--- config.mk ---
export PLATFORM = sky130hd
export DESIGN_NAME = alu_mdu_control
export DESIGN_NICKNAME = d
export VERILOG_FILES = /design/src/rtl/alu_mdu_control.sv
export SDC_FILE = /design/constraint.sdc
export NUM_CORES = 1
export LEC_CHECK = 0
export CORE_MARGIN = 2
export CORE_UTILIZATION = 62
export CTS_BUF_LIST = sky130_fd_sc_hd__clkbuf_4 sky130_fd_sc_hd__clkbuf_8
export CTS_CLUSTER_SIZE = 14
export DETAILED_ROUTE_END_ITERATION = 10
export PLACE_DENSITY_LB_ADDON = 0.2
export SYNTH_ARGS = -nofsm -noshare
export SYNTH_HDL_FRONTEND = slang
export SYNTH_SLANG_ARGS = --single-unit
--- constraint.sdc ---
create_clock -name i_clk -period 8.1 [get_ports i_clk]
set_input_delay 1.62 -clock i_clk [delete_from_list [all_inputs] [get_ports i_clk]]
set_output_delay 1.62 -clock i_clk [all_outputs]
set_load 0.02 [all_outputs]
--- src/rtl/alu_mdu_control.sv ---
// EX-stage control: ALU control decode plus an iterative multiply/divide unit owning HI/LO.
// Optional build macro MDU_ZERO_BYPASS_EN: multiplies with a zero operand skip the RUN phase.

`ifndef DEFAULT_ALU_CTR_BUS_WIDTH
  `define DEFAULT_ALU_CTR_BUS_WIDTH 4
`endif
`ifndef DEFAULT_ALU_OP_BUS_WIDTH
  `define DEFAULT_ALU_OP_BUS_WIDTH 4
`endif
`ifndef DEFAULT_ALU_FUNCT_BUS_WIDTH
  `define DEFAULT_ALU_FUNCT_BUS_WIDTH 6
`endif

`ifndef CODE_ALU_CTR_LOAD_TYPE
  `define CODE_ALU_CTR_LOAD_TYPE   4'd0
  `define CODE_ALU_CTR_STORE_TYPE  4'd1
  `define CODE_ALU_CTR_ADDI        4'd2
  `define CODE_ALU_CTR_BRANCH_TYPE 4'd3
  `define CODE_ALU_CTR_ANDI        4'd4
  `define CODE_ALU_CTR_ORI         4'd5
  `define CODE_ALU_CTR_XORI        4'd6
  `define CODE_ALU_CTR_SLTI        4'd7
  `define CODE_ALU_CTR_R_TYPE      4'd8
`endif

`ifndef CODE_ALU_EX_NOP
  `define CODE_ALU_EX_SLL  4'd0
  `define CODE_ALU_EX_SRL  4'd1
  `define CODE_ALU_EX_SRA  4'd2
  `define CODE_ALU_EX_ADD  4'd3
  `define CODE_ALU_EX_SUB  4'd4
  `define CODE_ALU_EX_AND  4'd5
  `define CODE_ALU_EX_OR   4'd6
  `define CODE_ALU_EX_XOR  4'd7
  `define CODE_ALU_EX_NOR  4'd8
  `define CODE_ALU_EX_SLT  4'd9
  `define CODE_ALU_EX_SLLV 4'd10
  `define CODE_ALU_EX_SRLV 4'd11
  `define CODE_ALU_EX_SRAV 4'd12
  `define CODE_ALU_EX_NOP  4'd15
`endif

`ifndef FUNCT_SLL
  `define FUNCT_SLL  6'h00
  `define FUNCT_SRL  6'h02
  `define FUNCT_SRA  6'h03
  `define FUNCT_SLLV 6'h04
  `define FUNCT_SRLV 6'h06
  `define FUNCT_SRAV 6'h07
  `define FUNCT_ADD  6'h20
  `define FUNCT_SUB  6'h22
  `define FUNCT_AND  6'h24
  `define FUNCT_OR   6'h25
  `define FUNCT_XOR  6'h26
  `define FUNCT_NOR  6'h27
  `define FUNCT_SLT  6'h2A
`endif

module alu_mdu_control #(
  parameter int DATA_BUS_WIDTH      = 32,
  parameter int ALU_CTR_BUS_WIDTH   = `DEFAULT_ALU_CTR_BUS_WIDTH,
  parameter int ALU_OP_BUS_WIDTH    = `DEFAULT_ALU_OP_BUS_WIDTH,
  parameter int ALU_FUNCT_BUS_WIDTH = `DEFAULT_ALU_FUNCT_BUS_WIDTH
) (
  input  logic                           i_clk,
  input  logic                           i_reset,
  input  logic                           i_valid,
  input  logic [ALU_OP_BUS_WIDTH-1:0]    i_alu_op,
  input  logic [ALU_FUNCT_BUS_WIDTH-1:0] i_funct,
  input  logic [DATA_BUS_WIDTH-1:0]      i_rs_data,
  input  logic [DATA_BUS_WIDTH-1:0]      i_rt_data,
  output logic [ALU_CTR_BUS_WIDTH-1:0]   o_alu_ctr,
  output logic [DATA_BUS_WIDTH-1:0]      o_mdu_result,
  output logic                           o_mdu_result_valid,
  output logic                           o_stall,
  output logic                           o_div_by_zero
);

  localparam int N  = DATA_BUS_WIDTH;
  localparam int CW = $clog2(N + 1);

  localparam logic [1:0] ST_IDLE = 2'd0;
  localparam logic [1:0] ST_RUN  = 2'd1;
  localparam logic [1:0] ST_FIX  = 2'd2;
  localparam logic [1:0] ST_DONE = 2'd3;

  localparam logic [ALU_FUNCT_BUS_WIDTH-1:0] F_MFHI  = ALU_FUNCT_BUS_WIDTH'('h10);
  localparam logic [ALU_FUNCT_BUS_WIDTH-1:0] F_MTHI  = ALU_FUNCT_BUS_WIDTH'('h11);
  localparam logic [ALU_FUNCT_BUS_WIDTH-1:0] F_MFLO  = ALU_FUNCT_BUS_WIDTH'('h12);
  localparam logic [ALU_FUNCT_BUS_WIDTH-1:0] F_MTLO  = ALU_FUNCT_BUS_WIDTH'('h13);
  localparam logic [ALU_FUNCT_BUS_WIDTH-1:0] F_MULT  = ALU_FUNCT_BUS_WIDTH'('h18);
  localparam logic [ALU_FUNCT_BUS_WIDTH-1:0] F_MULTU = ALU_FUNCT_BUS_WIDTH'('h19);
  localparam logic [ALU_FUNCT_BUS_WIDTH-1:0] F_DIV   = ALU_FUNCT_BUS_WIDTH'('h1A);
  localparam logic [ALU_FUNCT_BUS_WIDTH-1:0] F_DIVU  = ALU_FUNCT_BUS_WIDTH'('h1B);

  logic [1:0]    state;
  logic [CW-1:0] count;
  logic [N-1:0]  hi, lo;
  logic [N-1:0]  p_hi, p_lo;   // mul: running product; div: remainder / quotient
  logic [N-1:0]  mag_b;        // multiplicand or divisor magnitude
  logic          op_div, neg_res, neg_rem, dbz_q;

  // ---------------- ALU control decode ----------------
  logic [ALU_CTR_BUS_WIDTH-1:0] alu_ctr;

  // NOTE: every always_comb output gets a default first so no latch is inferred.
  always_comb begin
    alu_ctr = `CODE_ALU_EX_NOP;
    case (i_alu_op)
      `CODE_ALU_CTR_LOAD_TYPE,
      `CODE_ALU_CTR_STORE_TYPE,
      `CODE_ALU_CTR_ADDI:        alu_ctr = `CODE_ALU_EX_ADD;
      `CODE_ALU_CTR_BRANCH_TYPE: alu_ctr = `CODE_ALU_EX_SUB;
      `CODE_ALU_CTR_ANDI:        alu_ctr = `CODE_ALU_EX_AND;
      `CODE_ALU_CTR_ORI:         alu_ctr = `CODE_ALU_EX_OR;
      `CODE_ALU_CTR_XORI:        alu_ctr = `CODE_ALU_EX_XOR;
      `CODE_ALU_CTR_SLTI:        alu_ctr = `CODE_ALU_EX_SLT;
      `CODE_ALU_CTR_R_TYPE: begin
        case (i_funct)
          `FUNCT_SLL:  alu_ctr = `CODE_ALU_EX_SLL;
          `FUNCT_SRL:  alu_ctr = `CODE_ALU_EX_SRL;
          `FUNCT_SRA:  alu_ctr = `CODE_ALU_EX_SRA;
          `FUNCT_SLLV: alu_ctr = `CODE_ALU_EX_SLLV;
          `FUNCT_SRLV: alu_ctr = `CODE_ALU_EX_SRLV;
          `FUNCT_SRAV: alu_ctr = `CODE_ALU_EX_SRAV;
          `FUNCT_ADD:  alu_ctr = `CODE_ALU_EX_ADD;
          `FUNCT_SUB:  alu_ctr = `CODE_ALU_EX_SUB;
          `FUNCT_AND:  alu_ctr = `CODE_ALU_EX_AND;
          `FUNCT_OR:   alu_ctr = `CODE_ALU_EX_OR;
          `FUNCT_XOR:  alu_ctr = `CODE_ALU_EX_XOR;
          `FUNCT_NOR:  alu_ctr = `CODE_ALU_EX_NOR;
          `FUNCT_SLT:  alu_ctr = `CODE_ALU_EX_SLT;
          default:     alu_ctr = `CODE_ALU_EX_NOP;
        endcase
      end
      default: alu_ctr = `CODE_ALU_EX_NOP;
    endcase
  end

  assign o_alu_ctr = alu_ctr;

  // ---------------- MDU instruction decode ----------------
  logic is_rtype, is_mul, is_div, is_signed, mdu_open, start;
  logic do_mthi, do_mtlo, do_mfhi, do_mflo, div_zero, mul_zero;
  logic rs_neg, rt_neg;
  logic [N-1:0] rs_mag, rt_mag;

  assign is_rtype  = i_valid && (i_alu_op == `CODE_ALU_CTR_R_TYPE);
  assign is_mul    = is_rtype && (i_funct == F_MULT || i_funct == F_MULTU);
  assign is_div    = is_rtype && (i_funct == F_DIV  || i_funct == F_DIVU);
  assign is_signed = (i_funct == F_MULT) || (i_funct == F_DIV);
  assign mdu_open  = (state == ST_IDLE) || (state == ST_DONE);
  assign start     = (is_mul || is_div) && (state == ST_IDLE);

  assign do_mthi = is_rtype && mdu_open && (i_funct == F_MTHI);
  assign do_mtlo = is_rtype && mdu_open && (i_funct == F_MTLO);
  assign do_mfhi = is_rtype && mdu_open && (i_funct == F_MFHI);
  assign do_mflo = is_rtype && mdu_open && (i_funct == F_MFLO);

  assign rs_neg = is_signed && i_rs_data[N-1];
  assign rt_neg = is_signed && i_rt_data[N-1];
  assign rs_mag = rs_neg ? -i_rs_data : i_rs_data;
  assign rt_mag = rt_neg ? -i_rt_data : i_rt_data;

  assign div_zero = is_div && (i_rt_data == '0);
`ifdef MDU_ZERO_BYPASS_EN
  assign mul_zero = is_mul && ((i_rs_data == '0) || (i_rt_data == '0));
`else
  assign mul_zero = 1'b0;
`endif

  // ---------------- Datapath step and sign fix-up ----------------
  logic [N:0]     mul_sum, div_shift, div_diff;
  logic [2*N-1:0] prod, prod_fix;
  logic [N-1:0]   quo_fix, rem_fix;

  assign mul_sum   = {1'b0, p_hi} + (p_lo[0] ? {1'b0, mag_b} : '0);
  assign div_shift = {p_hi, p_lo[N-1]};
  assign div_diff  = div_shift - {1'b0, mag_b};

  assign prod     = {p_hi, p_lo};
  assign prod_fix = neg_res ? -prod : prod;
  assign quo_fix  = neg_res ? -p_lo : p_lo;
  assign rem_fix  = neg_rem ? -p_hi : p_hi;

  // NOTE: sequential state uses non-blocking assignments; the async reset clears every register.
  always_ff @(posedge i_clk or posedge i_reset) begin
    if (i_reset) begin
      state   <= ST_IDLE;
      count   <= '0;
      hi      <= '0;
      lo      <= '0;
      p_hi    <= '0;
      p_lo    <= '0;
      mag_b   <= '0;
      op_div  <= 1'b0;
      neg_res <= 1'b0;
      neg_rem <= 1'b0;
      dbz_q   <= 1'b0;
    end else begin
      case (state)
        ST_IDLE: begin
          if (start) begin
            if (div_zero) begin
              dbz_q <= 1'b1;
              state <= ST_DONE;
            end else if (mul_zero) begin
              p_hi    <= '0;
              p_lo    <= '0;
              op_div  <= 1'b0;
              neg_res <= 1'b0;
              neg_rem <= 1'b0;
              state   <= ST_FIX;
            end else begin
              p_hi    <= '0;
              p_lo    <= rs_mag;
              mag_b   <= rt_mag;
              op_div  <= is_div;
              neg_res <= rs_neg ^ rt_neg;
              neg_rem <= rs_neg;
              count   <= CW'(N);
              state   <= ST_RUN;
            end
          end else begin
            if (do_mthi) hi <= i_rs_data;
            if (do_mtlo) lo <= i_rs_data;
          end
        end
        ST_RUN: begin
          if (op_div) begin
            // Restoring step: keep the difference only when it did not borrow.
            if (!div_diff[N]) begin
              p_hi <= div_diff[N-1:0];
              p_lo <= {p_lo[N-2:0], 1'b1};
            end else begin
              p_hi <= div_shift[N-1:0];
              p_lo <= {p_lo[N-2:0], 1'b0};
            end
          end else begin
            p_hi <= mul_sum[N:1];
            p_lo <= {mul_sum[0], p_lo[N-1:1]};
          end
          count <= count - CW'(1);
          if (count == CW'(1)) state <= ST_FIX;
        end
        ST_FIX: begin
          if (op_div) begin
            lo <= quo_fix;
            hi <= rem_fix;
          end else begin
            hi <= prod_fix[2*N-1:N];
            lo <= prod_fix[N-1:0];
          end
          state <= ST_DONE;
        end
        default: begin
          dbz_q <= 1'b0;
          if (do_mthi) hi <= i_rs_data;
          if (do_mtlo) lo <= i_rs_data;
          state <= ST_IDLE;
        end
      endcase
    end
  end

  // Combinational outputs are masked while reset is held so a presented instruction cannot leak through.
  assign o_stall            = !i_reset && (start || (state == ST_RUN) || (state == ST_FIX));
  assign o_mdu_result_valid = !i_reset && (do_mfhi || do_mflo);
  assign o_mdu_result       = !o_mdu_result_valid ? '0 : (do_mfhi ? hi : lo);
  assign o_div_by_zero      = dbz_q;

endmodule

==> key figures <==
Global route
  – First-pass GRT wire length: 79600 um
  – Initial antenna violation count: 0
  – GR Overflow Total: 0
  – GRT Overall Usage: 0.384
  – Vias in the first global route: 14800
  – Largest net degree at the start of global routing: between 100 and 150

Worst setup path
  – Crit path launch: i_alu_op[2]
  – WP data required: 6.48 ns
  – CP startpoint kind: input pin
  – Reg2reg start: p_lo[0]
  – Worst path bufs/invs: 2
  – Worst Path Max Fanout: 33
  – Critical Path Sink Type: primary output
  – WP depth: 7
  – R2R cell count: 11
  – Crit-path cells: clkdlybuf4s50_1, nor4b_1, nand2_1, nor4_1, nand2_1, a21oi_1, clkdlybuf4s50_1
  – Critical Path Max Stage Delay: 0.80 ns
  – Critical path class: input pin to primary output
  – Highest-delay cell along the critical path: nand2_1
  – Top cell family by delay on the critical path: simple AND/OR/NAND/NOR gates
  – Critical path arrival: 5.16 ns

CTS
  – Cts hold-fix bufs: 0
  – Root Buffer: clkbuf_8
  – Post-CTS Setup Bufs: 0
  – Num CTS Buffers: 17
  – Clock tree buffer depth: 2
  – CTS tree: built
  – Post-CTS sizing: 0
  – H-tree depth: 4
  – CTS Sinks: 172
  – Reg clk slew, reported paths: 0.11 ns
  – Clock Latency Late Sink: about 0.50 ns

Pwr
  – Reg power frac: 0.296
  – PwrDens: 333 nW/um^2
  – Max IR drop VDD: between 0.2 and 0.3 mV
  – Internal: 2720 uW
  – Comb pwr share: 0.590
  – Clock power frac: 0.114
  – Leakage: 0.00726 uW
  – Sw frac: 0.519
  – Net switching power: 2930 uW

Synth
  – Number of flops mapped to enable cells by yosys: 0
  – Yosys Warn Count: 0
  – Syn_area_per_cell: a little under 8 um^2
  – Netlist Area Pre-Place: 15300 um^2
  – Flop and latch count out of synthesis: 172
  – Ys async rst share: 1.00
  – Library cells used by synthesis: 81
  – Syn_nets: between 2000 and 2500
  – Ys flop type: dfrtp_1
  – Cell count after synthesis: 1991
  – Sequential-to-total area share from yosys stat: 0.281

Placed design
  – HPWL after detailed placement: about 37000 um
  – Placed insts: 2331
  – IO buf count: 115
  – Placer Congestion: 0.986

STA
  – Fmax: 0.148 GHz
  – Worst-margin pin slew: 1.22 ns
  – Hold Fails Final Rpt: 0
  – Clk_skew: 0.0266 ns
  – Slew Viols, Final: 0
  – Final worst path period share: 0.836
  – Slew margin rel.: 0.188
  – Setup TNS: 0 ns
  – Period minus WS final: 6.78 ns
  – RSZ-0062 raised after global routing: false
  – Setup Viol. Count Final: 0

Floorplan
  – Site Rows: 57
  – Die area: ~26000 um^2
  – Ports: 116
  – Core ar.: approximately 24000 um^2
  – Initial Util: 0.631
  – Die W: 161 um
  – Die height: 161 um

Routing
  – DRT iter0 DRCs: between 1500 and 2000
  – Vias per Instance: 6.56
  – Vias: 15500
  – Antenna Violating Nets Remaining: 0
  – Residual DRC: 0
  – Total routed wirelength: 49400 um
  – Initial DRT Pass Iterations: 8
  – Wirelength per Cell: around 21 um

Run
  – Total of max-cap violations: 0

Min path
  – Hold WC Path Type: register to register
  – Hold Path Origin: mag_b[12]
  – Hold Path Depth: 2

Cells and area
  – Layout Nets: roughly 2200
  – Ant diodes: 0
  – Non-filler instance count after layout: 2363
  – Area Growth Syn to Fin: 10.7%
  – FILL cells: 2096
  – Layout cell share with drive strength beyond 1: 0.0378

Status
  – Outcome: finished, final reports clean
[metal layers]
layer	part of all wire	track usage	vias up
met2	0.47	0.637	739
met5	0	0	-
met3	0.077	0.0508	170
met4	0.060	0.226	0
met1	0.39	0.481	7376
li1	-	-	7209
[sequential cells by signal (all words and copies together) (netlist names)]
register and flops:
count 6, hi 32, lo 32, mag_b 32, neg_rem 1, neg_res 1, o_div_by_zero 1, op_div 1
p_hi 32, p_lo 32, state 2
[final cells by class]
class                           instances  area [um^2]  area share
Clock buffer                           18          248      0.0146
Inverter                               75          287      0.0169
Clock inverter                         14          154     0.00906
Tap cell                              324          405      0.0239
Timing Repair Buffer                  128         1250      0.0735
Sequential cell                       172         4310       0.254
Multi-Input combinational cell       1632        10300       0.609
[worst reg2reg max path, cell delays in order (launching register included)]
cell	delay (ns)
dfrtp_1	0.48
inv_1	0.85
nor2_1	0.14
ha_1	0.35
a21o_1	0.20
a2111oi_0	0.81
nor3_1	0.21
o2111ai_1	0.60
a211oi_1	0.25
or4_1	0.52
a32oi_1	0.20
o21ai_0	0.10
[logic make-up (layout without fill, tap and decap cells)]
| logic type | count (synthesis) | count (layout) | synth area share |
|---|---|---|---|
| xor gates and xnor gates | 162 | 162 | 0.0925 |
| buffers and inverters | 187 | 235 | 0.0471 |
| DFF | 172 | 172 | 0.281 |
| AOI/OAI and AO/OA | 660 | 660 | 0.270 |
| and+or+nand+nor | 667 | 667 | 0.202 |
| muxes | 62 | 62 | 0.0408 |
| adders and majority gates | 81 | 81 | 0.0670 |
[metrics by stage]
| stage | utilization | area (um^2) | setup WS [ns] | hold WS, ns | total power [uW] |
|---|---|---|---|---|---|
| after detailed placement | 0.682 | 16600 | 1.37 | 0.470 | 4890 |
| after floorplan | - | 15300 | 1.82 | 0.439 | 3970 |
| after global placement | 0.682 | 16600 | 1.52 | 0.466 | 4800 |
| final | 0.698 | 17000 | 1.32 | 0.494 | 5650 |
| after CTS | 0.698 | 17000 | 1.37 | 0.497 | 5530 |
| after global routing | 0.698 | 17000 | 0.919 | 0.510 | 6040 |
[final timing paths]
check / slack, ns / endpoint
min in group asynchronous: 1.82 / p_lo[3]
min: 0.49 / mag_b[12]
min reg2reg: 0.49 / mag_b[12]
max: 1.32 / o_mdu_result[15]
max reg2reg: 3.24 / p_hi[30]
max in group asynchronous: 4.79 / p_hi[29]
[cells in the mapped netlist (all sizes together) (8+ instances only)]
library cell / instances / share of area
nand2: 286 / 0.070
o21ai: 213 / 0.069
dfrtp: 172 / 0.28
a21oi: 169 / 0.055
nor2: 154 / 0.038
clkbuf: 98 / 0.024
xor2: 90 / 0.051
ha: 79 / 0.064
inv: 73 / 0.018
xnor2: 72 / 0.041
a21o: 71 / 0.035
mux2i: 58 / 0.038
nor3: 45 / 0.015
a211oi: 36 / 0.018
nand3: 31 / 0.010
o31ai: 23 / 0.011
or3: 22 / 0.0093
nor4: 19 / 0.0086
nand2b: 16 / 0.0065
nor2b: 16 / 0.0065
and2: 15 / 0.0063
buf: 14 / 0.0042
o21a: 14 / 0.0069
a31oi: 13 / 0.0053
o41ai: 13 / 0.010
a22oi: 12 / 0.0059
and3: 12 / 0.0049
o211ai: 11 / 0.0054
or4: 10 / 0.0056
a221oi: 9 / 0.0051
nand4: 9 / 0.0037
o221ai: 8 / 0.0046
[placed cells by master, fill, tap and decap left out, drive strengths merged, types with 10 or more instances in the layout]
master	instances
nand2	286
o21ai	213
dfrtp	172
a21oi	169
nor2	154
clkdlybuf4s50	115
xor2	90
ha	79
inv	78
xnor2	72
a21o	71
mux2i	58
nor3	45
a211oi	36
nand3	31
o31ai	23
or3	22
nor4	19
clkbuf	18
nor2b	16
nand2b	16
and2	15
o21a	14
a31oi	13
buf	13
o41ai	13
and3	12
a22oi	12
o211ai	11
or4	10
[power by group through the flow]
| stage | clock network [uW] | logic [uW] | registers [uW] |
|---|---|---|---|
| 6_report | 643 | 3340 | 1670 |
| 5_1_grt | 671 | 3670 | 1690 |
| 4_1_cts | 637 | 3260 | 1640 |
| 3_5_place_dp | 0 | 3230 | 1660 |
| 3_3_place_gp | 0 | 3140 | 1650 |
| 2_1_floorplan | 0 | 2540 | 1430 |
Note: power is estimated with default switching activity, not from simulation.
